$ cat src/rtl/ifetch_stage.sv
// Instruction fetch stage: one outstanding memory request, hold buffer, redirect handling.
// Optional misaligned-fetch trap enabled by defining IF_ADEL_CHECK_EN.
module ifetch_stage #(
    parameter logic [31:0] RESET_PC = 32'hBFC0_0000
) (
    input  logic        clk,
    input  logic        rst_n,
    input  logic        if_stall_i,
    input  logic        if_flush_i,
    input  logic [31:0] flush_pc_i,
    input  logic        id_branch_en_i,
    input  logic [31:0] id_branch_pc_i,
    input  logic        id_next_inslot_i,
    output logic        inst_req_o,
    output logic [31:0] inst_addr_o,
    input  logic        inst_addr_ok_i,
    input  logic        inst_data_ok_i,
    input  logic [31:0] inst_rdata_i,
    output logic [31:0] id_pc_o,
    output logic [31:0] id_inst_o,
    output logic        id_inslot_o,
    output logic        id_valid_o,
    output logic        if_stallreq_o,
    output logic        id_excadel_o
);

    typedef enum logic [2:0] {
        IDLE,
        REQ,
        WAIT,
        HOLD,
        CANCEL
    } state_t;

    state_t      state;
    logic [31:0] fetch_pc;
    logic [31:0] issued_pc;
    logic [31:0] pend_pc;
    logic        pend_valid;
    logic        slot_flag;
    logic [31:0] hold_pc;
    logic [31:0] hold_inst;
    logic        halted;
    logic        excadel;

    logic        misaligned;
    logic        req_live;
    logic        branch_take;
    logic        pend_eff;
    logic [31:0] target_eff;
    logic        slot_eff;
    logic        deliver_mem;
    logic        deliver_hold;
    logic        deliver_adel;
    logic        deliver;

`ifdef IF_ADEL_CHECK_EN
    assign misaligned = (fetch_pc[1:0] != 2'b00);
`else
    assign misaligned = 1'b0;
`endif

    assign req_live    = (state == REQ) && !misaligned;
    assign inst_req_o  = req_live;
    assign inst_addr_o = req_live ? fetch_pc : 32'h0;

    // Branches are ignored while cancelling so the stored redirect wins.
    assign branch_take = id_branch_en_i && !if_stall_i
                         && !if_flush_i && (state != CANCEL);
    assign pend_eff    = pend_valid || branch_take;
    assign target_eff  = branch_take ? id_branch_pc_i : pend_pc;
    assign slot_eff    = slot_flag || (id_next_inslot_i && !if_stall_i);

    assign deliver_mem  = (state == WAIT) && inst_data_ok_i
                          && !if_stall_i && !if_flush_i;
    assign deliver_hold = (state == HOLD) && !if_stall_i && !if_flush_i;
    assign deliver_adel = (state == REQ) && misaligned
                          && !if_stall_i && !if_flush_i;
    assign deliver      = deliver_mem || deliver_hold || deliver_adel;

    assign if_stallreq_o = ((state == REQ) || (state == WAIT)
                            || (state == CANCEL)) && !deliver;

`ifdef IF_ADEL_CHECK_EN
    assign id_excadel_o = excadel;
`else
    assign id_excadel_o = 1'b0;
`endif

    always_ff @(posedge clk or negedge rst_n) begin
        if (!rst_n) begin
            state       <= IDLE;
            fetch_pc    <= RESET_PC;
            issued_pc   <= 32'h0;
            pend_pc     <= 32'h0;
            pend_valid  <= 1'b0;
            slot_flag   <= 1'b0;
            hold_pc     <= 32'h0;
            hold_inst   <= 32'h0;
            halted      <= 1'b0;
            excadel     <= 1'b0;
            id_pc_o     <= 32'h0;
            id_inst_o   <= 32'h0;
            id_inslot_o <= 1'b0;
            id_valid_o  <= 1'b0;
        end else begin
            if (if_flush_i || (!if_stall_i && !deliver)) begin
                id_pc_o     <= 32'h0;
                id_inst_o   <= 32'h0;
                id_inslot_o <= 1'b0;
                id_valid_o  <= 1'b0;
                excadel     <= 1'b0;
            end else if (deliver_mem) begin
                id_pc_o     <= issued_pc;
                id_inst_o   <= inst_rdata_i;
                id_inslot_o <= slot_eff;
                id_valid_o  <= 1'b1;
                excadel     <= 1'b0;
            end else if (deliver_hold) begin
                id_pc_o     <= hold_pc;
                id_inst_o   <= hold_inst;
                id_inslot_o <= slot_eff;
                id_valid_o  <= 1'b1;
                excadel     <= 1'b0;
            end else if (deliver_adel) begin
                id_pc_o     <= fetch_pc;
                id_inst_o   <= 32'h0;
                id_inslot_o <= slot_eff;
                id_valid_o  <= 1'b1;
                excadel     <= 1'b1;
            end

            if (if_flush_i) begin
                slot_flag  <= 1'b0;
                pend_valid <= 1'b0;
            end else begin
                if (deliver) begin
                    slot_flag <= 1'b0;
                end else if (id_next_inslot_i && !if_stall_i) begin
                    slot_flag <= 1'b1;
                end
                if (branch_take) begin
                    pend_valid <= 1'b1;
                    pend_pc    <= id_branch_pc_i;
                end
            end

            unique case (state)
                IDLE: begin
                    if (if_flush_i) begin
                        fetch_pc <= flush_pc_i;
                        halted   <= 1'b0;
                        state    <= REQ;
                    end else if (!halted) begin
                        state <= REQ;
                    end
                end
                REQ: begin
                    if (if_flush_i) begin
                        fetch_pc <= flush_pc_i;
                        if (req_live && inst_addr_ok_i) begin
                            state <= CANCEL;
                        end
                    end else if (misaligned) begin
                        if (!if_stall_i) begin
                            halted <= 1'b1;
                            state  <= IDLE;
                        end
                    end else if (inst_addr_ok_i) begin
                        issued_pc <= fetch_pc;
                        fetch_pc  <= fetch_pc + 32'd4;
                        state     <= WAIT;
                    end
                end
                WAIT: begin
                    if (if_flush_i) begin
                        fetch_pc <= flush_pc_i;
                        state    <= inst_data_ok_i ? REQ : CANCEL;
                    end else if (inst_data_ok_i) begin
                        if (if_stall_i) begin
                            hold_pc   <= issued_pc;
                            hold_inst <= inst_rdata_i;
                            state     <= HOLD;
                        end else begin
                            if (pend_eff) begin
                                fetch_pc <= target_eff;
                            end
                            pend_valid <= 1'b0;
                            state      <= REQ;
                        end
                    end
                end
                HOLD: begin
                    if (if_flush_i) begin
                        fetch_pc  <= flush_pc_i;
                        hold_pc   <= 32'h0;
                        hold_inst <= 32'h0;
                        state     <= REQ;
                    end else if (!if_stall_i) begin
                        if (pend_eff) begin
                            fetch_pc <= target_eff;
                        end
                        pend_valid <= 1'b0;
                        state      <= REQ;
                    end
                end
                CANCEL: begin
                    if (if_flush_i) begin
                        fetch_pc <= flush_pc_i;
                    end
                    if (inst_data_ok_i) begin
                        state <= REQ;
                    end
                end
                default: state <= IDLE;
            endcase
        end
    end

endmodule
$ cat config.mk
export PLATFORM = sky130hd
export DESIGN_NAME = ifetch_stage
export DESIGN_NICKNAME = d
export VERILOG_FILES = /design/src/rtl/ifetch_stage.sv
export SDC_FILE = /design/constraint.sdc
export NUM_CORES = 1
export LEC_CHECK = 0
export CAP_MARGIN = 5
export CORE_MARGIN = 2
export CORE_UTILIZATION = 40
export DETAILED_ROUTE_END_ITERATION = 8
export GPL_TIMING_DRIVEN = 1
export PLACE_DENSITY = 0.63
export SYNTH_ARGS = -nofsm -noshare
export SYNTH_HDL_FRONTEND = slang
export SYNTH_SLANG_ARGS = --single-unit
export TNS_END_PERCENT = 1
$ cat constraint.sdc
create_clock -name clk -period 5.25 [get_ports clk]
set_clock_uncertainty 0.05 [all_clocks]
set_input_delay 0.7875 -clock clk [delete_from_list [all_inputs] [get_ports clk]]
set_output_delay 0.7875 -clock clk [all_outputs]
set_load 0.01 [all_outputs]
After elaboration in Yosys (flattened, before gate mapping)
Cells that the tools add are included.

word-level totals
  bits in read-only memories = 0
  memories = 0
  latch bits = 0
  output and inout bits = 101
  logic and storage cells = 113
  input port bits = 104
  register bits after elaboration = 231
  RAM bits = 0

operators by class
  add/sub/neg operators = 1
  magnitude comparators = 0
  shifts and indexed selects = 0
  $mul = 0
  reductions and logical operators = 31
  div/mod/pow operators = 0
  eq/ne operators = 15
  bitwise gates (word level) = 1
  multiplexer cells = 53

operator list
  operator                                                                  count
  32-bit two-way mux                                                        23
  32-bit case mux with 2 select lines                                       2
  32-bit case mux with 4 select lines                                       1
  32-bit by 3-bit adder with 32-bit output (second input constant)          1
  3-bit two-way mux                                                         9
  1-bit two-way mux                                                         15
  3-bit case mux with 5 select lines                                        1
  1-bit logical AND                                                         12
  3-bit inequality test (second input constant)                             4
  2-bit inequality test (second input constant)                             5
  5-bit AND reduction                                                       2
  3-bit by 2-bit equality test with 1-bit output (second input constant)    2
  1-bit logical OR                                                          6
  3-bit nonzero test                                                        2
  4-bit AND reduction                                                       1
  4-bit nonzero test                                                        1
  3-bit by 1-bit equality test with 1-bit output (second input constant)    1
  3-bit equality test (second input constant)                               1
  1-bit zero test                                                           3
  3-bit zero test                                                           1
  3-bit by 2-bit inequality test with 1-bit output (second input constant)  1
  3-bit AND reduction                                                       1
  2-bit two-way mux                                                         1
  2-bit by 1-bit inequality test with 1-bit output (second input constant)  1
  other kinds (4)                                                           4

Logic depth before layout (Yosys ltp)
  depth in word-level cells = 10
  depth in mapped cells = 8
  depth with buffers taken out = 6

Least setup slack after synthesis
OpenSTA, ideal clock, no wires.

  path kind = input port to output port
  from = in if_flush_i
  to = out if_stallreq_o
  path slack = 2.144 ns
  stages = 6
  arrival time = 2.269 ns
  data required time = 4.413 ns
  buffers on the path = 4
  path through = buf_2 buf_1 buf_6 nor3_1 clkbuf_1 nor2_1

on the way
  cells in the longest elaborated chain, start to end = 5
  elaborated cells on any way between the ends = 6
  classes of those cells = reduce/logical (6)

ends and longest elaborated chain
  element                               line    RTL
  start, declared                       9       input logic if_flush_i,
  1-bit zero test *                     n/a
  1-bit logical AND (on tied branches)  75, 76
  1-bit logical OR *                    79      assign deliver = deliver_mem || deliver_hold || deliver_adel;
  1-bit zero test *                     82      || (state == CANCEL)) && !deliver;
  1-bit logical AND *                   82
  end, declared                         23      output logic if_stallreq_o,

Mark *: on every way between the ends. The rest lies on a longest branch, timed or not.

Worst setup path in the final report
  from = reg state[1]
  to = out inst_addr_o[22]

on the way
  cells in the longest elaborated chain, start to end = 2

ends and longest elaborated chain
  element                                         line  RTL
  start, declared                                 35    state_t state;
  start signal, assigned                          178   state <= inst_data_ok_i ? REQ : CANCEL;
  3-bit by 1-bit equality test with 1-bit output  63    assign req_live = (state == REQ) && !misaligned;
  32-bit two-way mux                              65    assign inst_addr_o = req_live ? fetch_pc : 32'h0;
  end, declared                                   15    output logic [31:0] inst_addr_o,

Every way passes these cells.

==> flow_summary.toml <==
[outcome]
status = "complete, no violations"

[final_layout]
n_fill_cell = 2414
area_growth_pct = 28.5
nets = 1273
drive_gt1_share_pct = 12.7
utilization_pct = 52.2
diodes = 0
design_area_sq_um = 14000

[job]
max_cap_violations = 0

[yosys]
synth_common_cells = "dfrtp_1 (222), nand2_1 (112), o21ai_0 (84), a22o_1 (70), mux2_2 (58)"
synth_nets = 1110
yosysMostFrequentCell = "dfrtp_1"
synth_fa_ha_area_share_pct = 0.115
synth_cell_types = 74
synth_seq_area_share_pct = 53.0
syn_area_sq_um = 10900
yosys.area_share.simple_pct = 12.9
yosys.area.top_type_share_pct = 50.9
synthCells = 1005
ys_ff_latch = 231
synth_compound_area_share_pct = 18.5
synth_top_family_by_area = "compound AO/OA/AOI/OAI gates"
synth_flop_cell = "dfrtp_1"
yosysWarnings = 0
syn-mean-instance-area_sq_um = 10.9
synth_edf_count = 0
synth.area.mux_share_pct = 10.7
synth_largest_area_cell = "dfrtp_1"
synthXorXnorAreaFrac_pct = 0.481
ys_async_sr_fraction_pct = 100
synth.area.top_cells = "dfrtp_1 (51%), mux2_2 (6.0%), a22o_1 (5.6%), mux2i_1 (4.7%), nand2_1 (3.9%)"

[global_routing]
grtUsageTotal_pct = 21.5
grt_overflow = 0
grt_pass1_wl_mm = 49.3
grt_pass1_vias = 8623
antenna_found_initial = 0
grt_max_degree = 103

[floorplan]
start_util_pct = 40.6
fp-row-count = 60
io_pins = 205
die-area_sq_um = 28600
die_h_um = 169
core_sq_um = 26900
die_w_um = 169

[power]
power_mw = 7.33
power_leakage_nw = 5.77
p_per_area_nw_per_um2 = 522
ir_drop_mv = 0.312

[timing]
worst_pin_slew_ns = 1.15
rsz0062_at_grt = "false"
slew_headroom_pct = 23.6
min_period_ns = 4.04
setup_total_negative_slack_ns = 0
fin_crit_sh_pct = 76.9
finalSetupViolCount = 0
max_freq_mhz = 248
hold_violations = 0
drv_slew = 0

[cts]
post_cts_buffers = 0
clk_pin_slew_ns = 0.06
cts-buffers-inserted = 27
clk_latency_ns = 0.54
cts_resized = 0
cts-root-buf = "clkbuf_16"
clockBufferDepth = 3
h-tree-depth = 1
cts_sinks = 231
cts_tree = "built"
hold_buffers = 0

[critical_path]
max_stage_delay_ns = 0.88
reg2regPathDepth = 6
critPathBufInv = 2
critPathKind = "flip-flop to primary output"
cp.depth = 4
crit_path_cell_trace = "nor3b_2 > buf_4 > and2_1 > clkdlybuf4s50_1"
worstSetupStartpointType = "flip-flop"
endpoint_kind = "primary output"
crit_fanout = 26
cp.arrival_ns = 3.20
cp_slowest_cell = "nor3b_2"
timing.rr.start = "state[1]"
critPathTopFamily = "simple AND/OR/NAND/NOR gates"
cp.required_ns = 4.41
critPathLaunch = "state[1]"

[routing]
wirelength_mm = 31.2
viasPerCell = 5.67
drtPass1Iterations = 5
wl_per_cell_um = 20.4
drc = 0
vias = 8679
drt_iter0_drc = 807
ant_nets = 0

[hold_path]
min_path_type = "input port to asynchronous set/reset pin"

[placement]
place_area_sq_um = 13100
place_hpwl_mm = 20.3
place_congestion = 0.818
port_buffers = 203
[final cells by class]
cell class,instances,area [sq um],area share (%)
clock buffer,42,802,5.72
clock inverter,8,83.8,0.598
inverter,15,56.3,0.401
multi-input combinational,675,4710,33.6
sequential,231,5790,41.3
tap,341,427,3.04
timing repair buffer,218,2160,15.4
[per-layer routing]
metal  wire (um)  global-route usage [%]  part of all wire [%]  up-vias
met3        1760                    3.10                   5.6       54
met1       15000                    32.6                    48     4305
met4         741                    5.43                   2.4        0
li1            -                       -                     -     4010
met2       13600                    32.3                    44      310
met5           0                       0                     0        -
[stage by stage]
stage | hold slack, ns | worst slack, ns | instances
after CTS | 0.262 | 1.24 | 1530
after detailed placement | 0.414 | 1.66 | 1480
after global routing | 0.270 | 1.05 | 1530
final | 0.218 | 1.21 | 1530
after floorplan | 0.413 | 2.14 | 1005
after global placement | 0.409 | 1.68 | 1480
[where the power goes]
group / internal [mW] / leakage (nW) / switching, mW
Sequential: 2.38 / 3.00 / 0.582
Combinational: 1.25 / 2.33 / 1.27
Clock: 1.10 / 0.441 / 0.753
[cells in the final DEF, fill, tap and decap left out, types with 5 or more instances in the layout]
cell / synthesis / routed
mux2i_1: 51 / 51
o21ai_0: 84 / 84
o221ai_1: 19 / 19
nand2b_1: 7 / 7
dfrtp_1: 222 / 222
a211oi_1: 5 / 5
o31ai_1: 6 / 6
nand4_1: 7 / 7
clkbuf_16: 0 / 27
dfstp_2: 9 / 9
a221oi_1: 16 / 16
a22o_1: 70 / 70
inv_1: 14 / 14
a22oi_1: 8 / 8
nor3_1: 13 / 11
o211ai_1: 5 / 5
a21oi_1: 22 / 22
buf_4: 8 / 14
clkinv_2: 0 / 5
nor2_1: 38 / 37
or3_1: 5 / 5
o22a_1: 5 / 5
clkbuf_1: 52 / 8
nand3_1: 15 / 15
clkdlybuf4s50_1: 0 / 201
and2_1: 33 / 33
nor4_1: 15 / 15
nand2_1: 112 / 111
mux2_2: 58 / 58
clkbuf_8: 1 / 7
[logic make-up after synthesis]
| group | Yosys count |
|---|---|
| compound gates | 279 |
| xor+xnor | 6 |
| fa+ha+maj | 1 |
| buf+inv | 99 |
| flops | 231 |
| mux | 109 |
| other cells | 1 |
| simple gates | 279 |
[sequential cells by signal, summed over array words and instances, names as in the netlist]
name / flops
pend_pc: 32
id_valid_o: 1
slot_flag: 1
id_pc_o: 32
id_inslot_o: 1
fetch_pc: 32
id_inst_o: 32
pend_valid: 1
state: 3
hold_pc: 32
issued_pc: 32
hold_inst: 32
[worst paths after layout]
check	to	slack, ns
max in group asynchronous	slot_flag	3.90
worst min register to register	id_inst_o[13]	0.42
worst max register to register	fetch_pc[19]	2.04
worst min-delay path	id_pc_o[10]	0.22
worst max-delay path	inst_addr_o[22]	1.21
min in group clk	id_inst_o[13]	0.42
No activity file was read; power rests on OpenSTA's default activity.
